### config.mk
export PLATFORM = sky130hd
export DESIGN_NAME = stump_reg_write_arbiter
export DESIGN_NICKNAME = d
export VERILOG_FILES = /design/src/rtl/stump_reg_write_arbiter_pkg.sv /design/src/rtl/stump_rr_arb3.sv /design/src/rtl/stump_reg_write_arbiter.sv
export SDC_FILE = /design/constraint.sdc
export NUM_CORES = 1
export LEC_CHECK = 0
export BUFFER_PORTS_ARGS = -buffer_cell sky130_fd_sc_hd__buf_4
export CORE_ASPECT_RATIO = 0.5
export CORE_MARGIN = 2
export CORE_UTILIZATION = 40
export CTS_BUF_LIST = sky130_fd_sc_hd__clkbuf_16
export CTS_CLUSTER_SIZE = 28
export DETAILED_ROUTE_END_ITERATION = 16
export HOLD_SLACK_MARGIN = 0.02
export PLACE_DENSITY = 0.76
export RECOVER_POWER = 25
export SLEW_MARGIN = 0
export SYNTH_ARGS = -nofsm -noshare
export SYNTH_HDL_FRONTEND = slang
export SYNTH_SLANG_ARGS = --single-unit
### constraint.sdc
create_clock -name clk -period 7 [get_ports clk]
set_input_delay 1.05 -clock clk [delete_from_list [all_inputs] [get_ports clk]]
set_output_delay 1.05 -clock clk [all_outputs]
set_load 0.02 [all_outputs]
### src/rtl/stump_reg_write_arbiter_pkg.sv
// Shared definitions for the Stump register-bank write arbiter: requester ids,
// register-file constants and a saturating counter helper.
package stump_pkg;

  localparam int NUM_REGS = 8;
  localparam int PC_REG   = 7;
  localparam int ZERO_REG = 0;
  localparam int STAT_W   = 16;

  typedef logic [1:0] req_id_t;

  localparam req_id_t REQ_EXE = 2'd0;
  localparam req_id_t REQ_MEM = 2'd1;
  localparam req_id_t REQ_DBG = 2'd2;

  function automatic req_id_t next_req(input req_id_t r);
    return (r == REQ_DBG) ? REQ_EXE : req_id_t'(r + 2'd1);
  endfunction

  function automatic logic [STAT_W-1:0] sat_inc(input logic [STAT_W-1:0] v);
    return (v == {STAT_W{1'b1}}) ? v : v + 1'b1;
  endfunction

endpackage

### src/rtl/stump_rr_arb3.sv
// Combinational 3-way round-robin picker. The search starts at i_ptr and wraps
// EXE->MEM->DBG; with i_lock set only the DBG request is eligible.
module stump_rr_arb3
  import stump_pkg::*;
(
  input  logic [2:0] i_req,
  input  req_id_t    i_ptr,
  input  logic       i_lock,
  output logic [2:0] o_grant
);

  logic [2:0] w_elig;

  assign w_elig = i_lock ? (i_req & 3'b100) : i_req;

  // Walk the order backwards so the requester closest to the pointer wins.
  always_comb begin
    o_grant = 3'b000;
    for (int i = 2; i >= 0; i--) begin
      if (w_elig[(int'(i_ptr) + i) % 3]) begin
        o_grant = 3'b001 << ((int'(i_ptr) + i) % 3);
      end
    end
  end

endmodule

### src/rtl/stump_reg_write_arbiter.sv
// Owns the Stump register-bank write port: round-robin arbitration of EXE, MEM
// and DBG, a registered write stage and the pending-write busy scoreboard.
// Optional statistics counters are built when STUMP_REGARB_STATS_EN is defined.
module stump_reg_write_arbiter
  import stump_pkg::*;
#(
  parameter int DATA_W = 16,
  parameter int ADDR_W = 3
) (
  input  logic              clk,
  input  logic              rst,
  input  logic              exe_valid,
  output logic              exe_ready,
  input  logic [ADDR_W-1:0] exe_addr,
  input  logic [DATA_W-1:0] exe_data,
  input  logic              mem_valid,
  output logic              mem_ready,
  input  logic [ADDR_W-1:0] mem_addr,
  input  logic [DATA_W-1:0] mem_data,
  input  logic              dbg_valid,
  output logic              dbg_ready,
  input  logic [ADDR_W-1:0] dbg_addr,
  input  logic [DATA_W-1:0] dbg_data,
  input  logic              dbg_lock,
  input  logic              claim_valid,
  input  logic [ADDR_W-1:0] claim_addr,
  output logic [7:0]        busy,
  output logic              write_en,
  output logic [ADDR_W-1:0] write_addr,
  output logic [DATA_W-1:0] write_data,
  output logic [15:0]       stat_exe,
  output logic [15:0]       stat_mem,
  output logic [15:0]       stat_dbg,
  output logic [15:0]       stat_r0_drop
);

  // Handshake: a requester raises valid and holds addr/data stable until its
  // ready is high; the write is taken on the edge where valid && ready.
  logic [2:0]        w_grant;
  logic              w_xfer;
  logic              w_drop;
  req_id_t           w_gid;
  logic [ADDR_W-1:0] w_addr;
  logic [DATA_W-1:0] w_data;
  logic [7:0]        w_busy_nxt;

  req_id_t           r_ptr;
  logic              r_write_en;
  logic [ADDR_W-1:0] r_write_addr;
  logic [DATA_W-1:0] r_write_data;
  logic [7:0]        r_busy;

  stump_rr_arb3 u_arb (
    .i_req   ({dbg_valid, mem_valid, exe_valid}),
    .i_ptr   (r_ptr),
    .i_lock  (dbg_lock),
    .o_grant (w_grant)
  );

  assign exe_ready = w_grant[0];
  assign mem_ready = w_grant[1];
  assign dbg_ready = w_grant[2];
  assign w_xfer    = |w_grant;

  always_comb begin
    w_gid  = REQ_EXE;
    w_addr = exe_addr;
    w_data = exe_data;
    if (w_grant[1]) begin
      w_gid  = REQ_MEM;
      w_addr = mem_addr;
      w_data = mem_data;
    end else if (w_grant[2]) begin
      w_gid  = REQ_DBG;
      w_addr = dbg_addr;
      w_data = dbg_data;
    end
  end

  assign w_drop = w_xfer && (w_addr == ADDR_W'(ZERO_REG));

  // Clear on write first, then set on claim so a same-cycle claim wins.
  always_comb begin
    w_busy_nxt = r_busy;
    for (int n = 0; n < NUM_REGS; n++) begin
      if (w_xfer && (w_addr == ADDR_W'(n))) w_busy_nxt[n] = 1'b0;
      if (claim_valid && (claim_addr == ADDR_W'(n))) w_busy_nxt[n] = 1'b1;
    end
    w_busy_nxt[ZERO_REG] = 1'b0;
  end

  always_ff @(posedge clk or posedge rst) begin
    if (rst) begin
      r_ptr        <= REQ_EXE;
      r_write_en   <= 1'b0;
      r_write_addr <= '0;
      r_write_data <= '0;
      r_busy       <= 8'h00;
    end else begin
      r_write_en <= w_xfer && !w_drop;
      r_busy     <= w_busy_nxt;
      if (w_xfer && !w_drop) begin
        r_write_addr <= w_addr;
        r_write_data <= w_data;
      end
      if (w_xfer && !dbg_lock) r_ptr <= next_req(w_gid);
    end
  end

  assign write_en   = r_write_en;
  assign write_addr = r_write_addr;
  assign write_data = r_write_data;
  assign busy       = r_busy;

`ifdef STUMP_REGARB_STATS_EN
  logic [15:0] r_stat_exe;
  logic [15:0] r_stat_mem;
  logic [15:0] r_stat_dbg;
  logic [15:0] r_stat_r0_drop;

  always_ff @(posedge clk or posedge rst) begin
    if (rst) begin
      r_stat_exe     <= '0;
      r_stat_mem     <= '0;
      r_stat_dbg     <= '0;
      r_stat_r0_drop <= '0;
    end else begin
      if (w_grant[0]) r_stat_exe <= sat_inc(r_stat_exe);
      if (w_grant[1]) r_stat_mem <= sat_inc(r_stat_mem);
      if (w_grant[2]) r_stat_dbg <= sat_inc(r_stat_dbg);
      if (w_drop)     r_stat_r0_drop <= sat_inc(r_stat_r0_drop);
    end
  end

  assign stat_exe     = r_stat_exe;
  assign stat_mem     = r_stat_mem;
  assign stat_dbg     = r_stat_dbg;
  assign stat_r0_drop = r_stat_r0_drop;
`else
  assign stat_exe     = 16'h0000;
  assign stat_mem     = 16'h0000;
  assign stat_dbg     = 16'h0000;
  assign stat_r0_drop = 16'h0000;
`endif

endmodule

==> After elaboration in Yosys (flattened, before gate mapping) <==
Index checks and enable logic that the tools add are counted.
W data, S select, Z words.
{ "classes": {"n_addsub": 3, "div_mod_pow": 3, "magnitude_cmp": 3, "eq_ne": 15, "shifts": 3, "muxes": 34, "reduce_logical": 28} }
{ "op_table": {"columns": ["op", "count"], "rows": [
  ["$lt A32 B4 Y1 const B", 3],
  ["$shl A1 B32 Y3 const A", 3],
  ["$mod A32 B3 Y32 const B", 2],
  ["$mod A3 B3 Y32 const B", 1],
  ["$mux W16", 2],
  ["$eq A3 B3 Y1 const B", 8],
  ["$mux W1", 20],
  ["$logic_and A1 B1 Y1", 17],
  ["$mux W3", 5],
  ["$reduce_bool A2 Y1", 7],
  ["$eq A3 B2 Y1 const B", 4],
  ["$mux W2", 4],
  ["$bmux W1 S2", 3],
  ["$eq A3 B1 Y1 const B", 2],
  ["$add A2 B1 Y3 const B", 1],
  ["$add A2 B2 Y3 const B", 1],
  ["$logic_not A3 Y1", 1],
  ["$reduce_or A3 Y1", 1],
  ["$add A2 B1 Y2 const B", 1],
  ["$eq A2 B2 Y1 const B", 1],
  ["$logic_not A1 Y1", 2]
]} }
{ "totals": {"regBits": 29, "inputBits": 67, "out_inout_bits": 95, "word_cells": 100} }

==> Logic depth before layout (Yosys ltp) <==
{ "depth": {"word_depth": 14, "ltp_mapped": 14, "depth_no_buf": 10} }

==> Cells and area by module <==
A second synthesis with hierarchy kept.
{ "unflattened": {"hier_cells": 263, "area_unflattened_um2": 2377.3} }
{ "modules_own_cells": {"columns": ["mod", "n_inst", "cells_per_inst", "area_per_inst_um2", "seq_area_each_um2"], "rows": [
  ["stump_reg_write_arbiter", 1, 231, 2145.8, 725.7],
  ["stump_rr_arb3", 1, 32, 231.5, 0.0]
]} }

==> Worst setup path before layout <==
OpenSTA, ideal clock, no wires.
{ "synth_path": {"path_type": "in2out", "startpoint": "input dbg_lock", "endpoint": "output mem_ready", "arrival_time_ns": 2.501, "t_required_ns": 5.950, "slack_ns": 3.449, "path_stages": 7, "n_path_buf": 3, "cell_sequence": "buf_2 -> o31ai_1 -> o32a_1 -> or2_1 -> buf_2 -> inv_2 -> clkbuf_1"} }
{ "synth_via": {"elab_chain_cells": 7, "word_cells_on_any_way": 13, "cone_classes": "13 x mux"} }
{ "synth_lines": {"columns": ["element", "line_no", "text"], "rows": [
  ["start, declared", "stump_reg_write_arbiter.sv:24", "input logic dbg_lock,"],
  ["$mux W2 *", "stump_rr_arb3.sv:14", "assign w_elig = i_lock ? (i_req & 3'b100) : i_req;"],
  ["$bmux W1 S2", "stump_rr_arb3.sv:20", "if (w_elig[(int'(i_ptr) + i) % 3]) begin"],
  ["$mux W1 (not written as such) (2 in a row)", "stump_rr_arb3.sv:20", null],
  ["$mux W3 (2 in a row)", "stump_rr_arb3.sv:20", null],
  ["$mux W3 *", "stump_rr_arb3.sv:20", null],
  ["end, declared", "stump_reg_write_arbiter.sv:17", "output logic mem_ready,"]
]} }
Every way passes the cells marked *; elsewhere a longest branch is shown, timed or not. The select of a mux whose other input is x is not followed.

==> Worst setup path in the final report <==
{ "layout_path": {"startpoint": "input dbg_lock", "endpoint": "register r_write_data[11], in the netlist write_data[11]"} }
{ "layout_via": {"elab_chain_cells": 13, "word_cells_on_any_way": 22, "cone_classes": "17 x mux; 5 x reduce/logical"} }
{ "layout_lines": {"columns": ["element", "line_no", "text"], "rows": [
  ["$mux W2 *", "stump_rr_arb3.sv:14", null],
  ["$bmux W1 S2", "stump_rr_arb3.sv:20", null],
  ["$mux W1 (not written as such) (2 in a row)", "stump_rr_arb3.sv:20", null],
  ["$mux W3 (2 in a row)", "stump_rr_arb3.sv:20", null],
  ["$mux W3 *", "stump_rr_arb3.sv:20", null],
  ["$mux W3", "stump_reg_write_arbiter.sv:73", "end else if (w_grant[2]) begin"],
  ["$mux W3", "stump_reg_write_arbiter.sv:69", "if (w_grant[1]) begin"],
  ["$logic_not A3 Y1", null, null],
  ["$logic_and A1 B1 Y1", null, null],
  ["$logic_not A1 Y1", "stump_reg_write_arbiter.sv:102", "if (w_xfer && !w_drop) begin"],
  ["$logic_and A1 B1 Y1", "stump_reg_write_arbiter.sv:102", null],
  ["end signal, assigned", "stump_reg_write_arbiter.sv:104", "r_write_data <= w_data;"],
  ["end, declared", "stump_reg_write_arbiter.sv:50", "logic [DATA_W-1:0] r_write_data;"]
]} }
Marks and branches as above.
A chain may end at the register's enable or synchronous reset.

==> metrics.csv <==
stage;metric;value;unit
outcome;status;complete, no violations;
detailed_routing;post_drt_wl_per_cell;12.8;um
placed_design;post-dp-hpwl;4670;um
clock_network;clock_latency;0.27;ns
clock_network;clock_sinks;29;
detailed_routing;drt_iter0_markers;135;
worst_setup_path;critPathMaxStageDelay;0.95;ns
synthesis;ys_seq_area_share;28.4;%
pwr;internal-power;0.000777;W
clock_network;postCtsSetupBuffers;0;
synthesis;syn_area;2550;um^2
worst_hold_path;hold_path.class;reg2reg;
clock_network;cts-buffers-inserted;5;
pwr;power_density;452;nW/um^2
synthesis;ys_warn_count;0;
floorplan;io_pins;162;
sta;period_share;58.7;%
synthesis;synth_top_area_share;28.4;%
worst_setup_path;rr_worst_depth;10;
floorplan;num_rows;20;
floorplan;initial_core_util;41.8;%
worst_setup_path;critPathLaunchType;primary input;
pwr;p_seq_share;22.2;%
sta;skew;0.00418;ns
clock_network;cts_tree;built;
sta;slew_headroom;19.4;%
worst_hold_path;holdPathStages;1;
pwr;p_comb_share;63.6;%
clock_network;cts_hold_buffers;0;
synthesis;synth_edf_count;0;
synthesis;synthFlopType;dfrtp_1;
placed_design;post-place-ws;2.67;ns
detailed_routing;vias_per_cell;4.64;
synthesis;syn-instance-count;289;
worst_setup_path;worstPathCellList;buf_4, nand2b_1, o211ai_1, a21o_1, inv_2, nand2_1, o21a_1, a31o_1, mux2_2;
global_routing;gr-total-overflow;0;
synthesis;synthTopCellsByArea;dfrtp_1 28%, buf_4 19%, mux2i_1 7.4%, mux2_4 5.3%, o21ai_0 4.9%;
finish;area_growth_syn_to_layout;21.7;%
pwr;switchingPower;0.000627;W
worst_setup_path;path_buf_inv;2;
sta;hold_viol;0;
clock_network;cts_root_buf;clkbuf_16;
clock_network;cts_buffer_depth;2;
sta;fmax;243;MHz
sta;worst_pin_slew;1.21;ns
worst_setup_path;crit_family;compound AO/OA/AOI/OAI gates;
global_routing;grt_pass1_wl;8600;um
clock_network;h-tree-depth;2;
pwr;p_clk_share;14.2;%
worst_setup_path;end_kind;flip-flop;
global_routing;antenna_found_initial;0;
finish;nFillCells;581;
floorplan;die_x;117;um
global_routing;grt_pass1_vias;1826;
floorplan;die_h;60.5;um
placed_design;numPortBuffers;96;
clock_network;clk_pin_slew;0.05;ns
worst_setup_path;crit_cells;9;
sta;tns;0;ns
worst_setup_path;crit_slowest_cell;a21o_1;
synthesis;ys_ff_latch;29;
detailed_routing;vias;2167;
floorplan;dieArea;7080;um^2
finish;drive_gt1_share;26.9;%
placed_design;gp_congestion;0.855;
clock_network;cts_resized;0;
worst_setup_path;crit_required;7.15;ns
pwr;vdd_drop_max;0.160;mV
synthesis;yosys.area.top_type;dfrtp_1;
sta;finalSetupViolations;0;
sta;final-max-slew-violation-count;0;
sta;rsz0062_at_grt;no;
synthesis;ys_async_sr_fraction;100;%
floorplan;coreArea;6110;um^2
sta;fin_ws;2.89;ns
worst_setup_path;path_class;in2reg;
global_routing;track_usage;15.8;%
run;max-cap-violations;0;
pwr;switching_share;44.7;%
sta;min_period;4.11;ns
worst_setup_path;path_max_fanout;27;
pwr;p_leak;1.56;nW
detailed_routing;drt_pass1_iterations;5;
detailed_routing;drc;0;
finish;finalNetCount;449;
global_routing;grt_max_degree;46;
detailed_routing;routed_wl;5990;um
worst_setup_path;worstPathArrival;4.26;ns
detailed_routing;drtAntennaViolNets;0;
finish;diodes;0;
synthesis;synth_cell_types;50;
synthesis;syn_area_per_cell;8.84;um^2
state kept, by name, indices dropped and copies added, names as in the netlist:
name and count:
write_data 16, busy 7, write_addr 3, r_ptr 2, write_en 1
per-layer routing:
metal	global-route usage, %	routed length [um]	vias up
met4	4.87	65	0
met5	0	0	-
met2	27.3	3000	98
met3	3.80	407	6
met1	20.2	2520	1012
li1	-	-	1051
path summary, 6_finish.rpt:
path,startpoint,slack (ns),endpoint
max,dbg_lock,2.89,write_data[11]
min,write_data[9],0.50,write_data[9]
max reg2reg,r_ptr[0],2.90,write_data[11]
min reg2reg,write_data[9],0.50,write_data[9]
max in group asynchronous,rst,5.27,write_data[1]
min in group asynchronous,rst,1.07,write_data[5]
area by class of cell:
class / count / area (um^2) / area share (%)
multi-input combinational: 230 / 1440 / 46.2
sequential: 29 / 726 / 23.4
timing repair buffer: 96 / 638 / 20.5
clock buffer: 5 / 125 / 4.03
tap: 88 / 110 / 3.54
inverter: 16 / 60.1 / 1.93
clock inverter: 3 / 12.5 / 0.403
metrics by stage:
step / instance area [um^2] / hold slack, ns / power (W) / std cells / util (%)
final: 3110 / 0.502 / 0.00140 / 467 / 50.9
after global routing: 3110 / 0.514 / 0.00149 / 467 / 50.9
after CTS: 3190 / 0.508 / 0.00146 / 467 / 52.2
after detailed placement: 3050 / 0.496 / 0.00126 / 459 / 50.0
after global placement: 3050 / 0.489 / 0.00124 / 459 / 50.0
after floorplan: 2790 / 0.517 / 0.00105 / 353 / -
cells in the mapped netlist (5+ instances only):
cell	number
nand2_1	28
mux2i_1	19
buf_4	65
dfrtp_1	29
nor2_1	6
nor3_1	5
mux2_4	9
o21ai_0	25
nand3_1	6
mux2_2	7
inv_1	14
cell usage in the layout, fill, tap and decap left out, drive strengths merged, types with 5 or more instances in the layout:
master / instances
buf: 74
conb: 65
nor3: 5
inv: 16
dfrtp: 29
mux2i: 19
nor2: 6
o21ai: 26
clkbuf: 27
nand2: 28
mux2: 16
nand3: 6
kinds of logic after synthesis:
group	Yosys count	synth area share (%)
other cells	1	0.147
compound gates	60	15.7
simple gates	66	13.1
mux	35	15.8
flops	29	28.4
buf+inv	94	24.8
fa+ha+maj	4	1.96
power by group through the flow:
| stage | Sequential (W) | Combinational [W] | Clock, W |
|---|---|---|---|
| after floorplan | 0.000406 | 0.000646 | 0 |
| after global placement | 0.000311 | 0.000927 | 0 |
| after detailed placement | 0.000315 | 0.000943 | 0 |
| after CTS | 0.000313 | 0.000946 | 0.000203 |
| after global routing | 0.000322 | 0.000961 | 0.000211 |
| final | 0.000312 | 0.000893 | 0.000199 |
No activity file was read; power rests on OpenSTA's default activity.
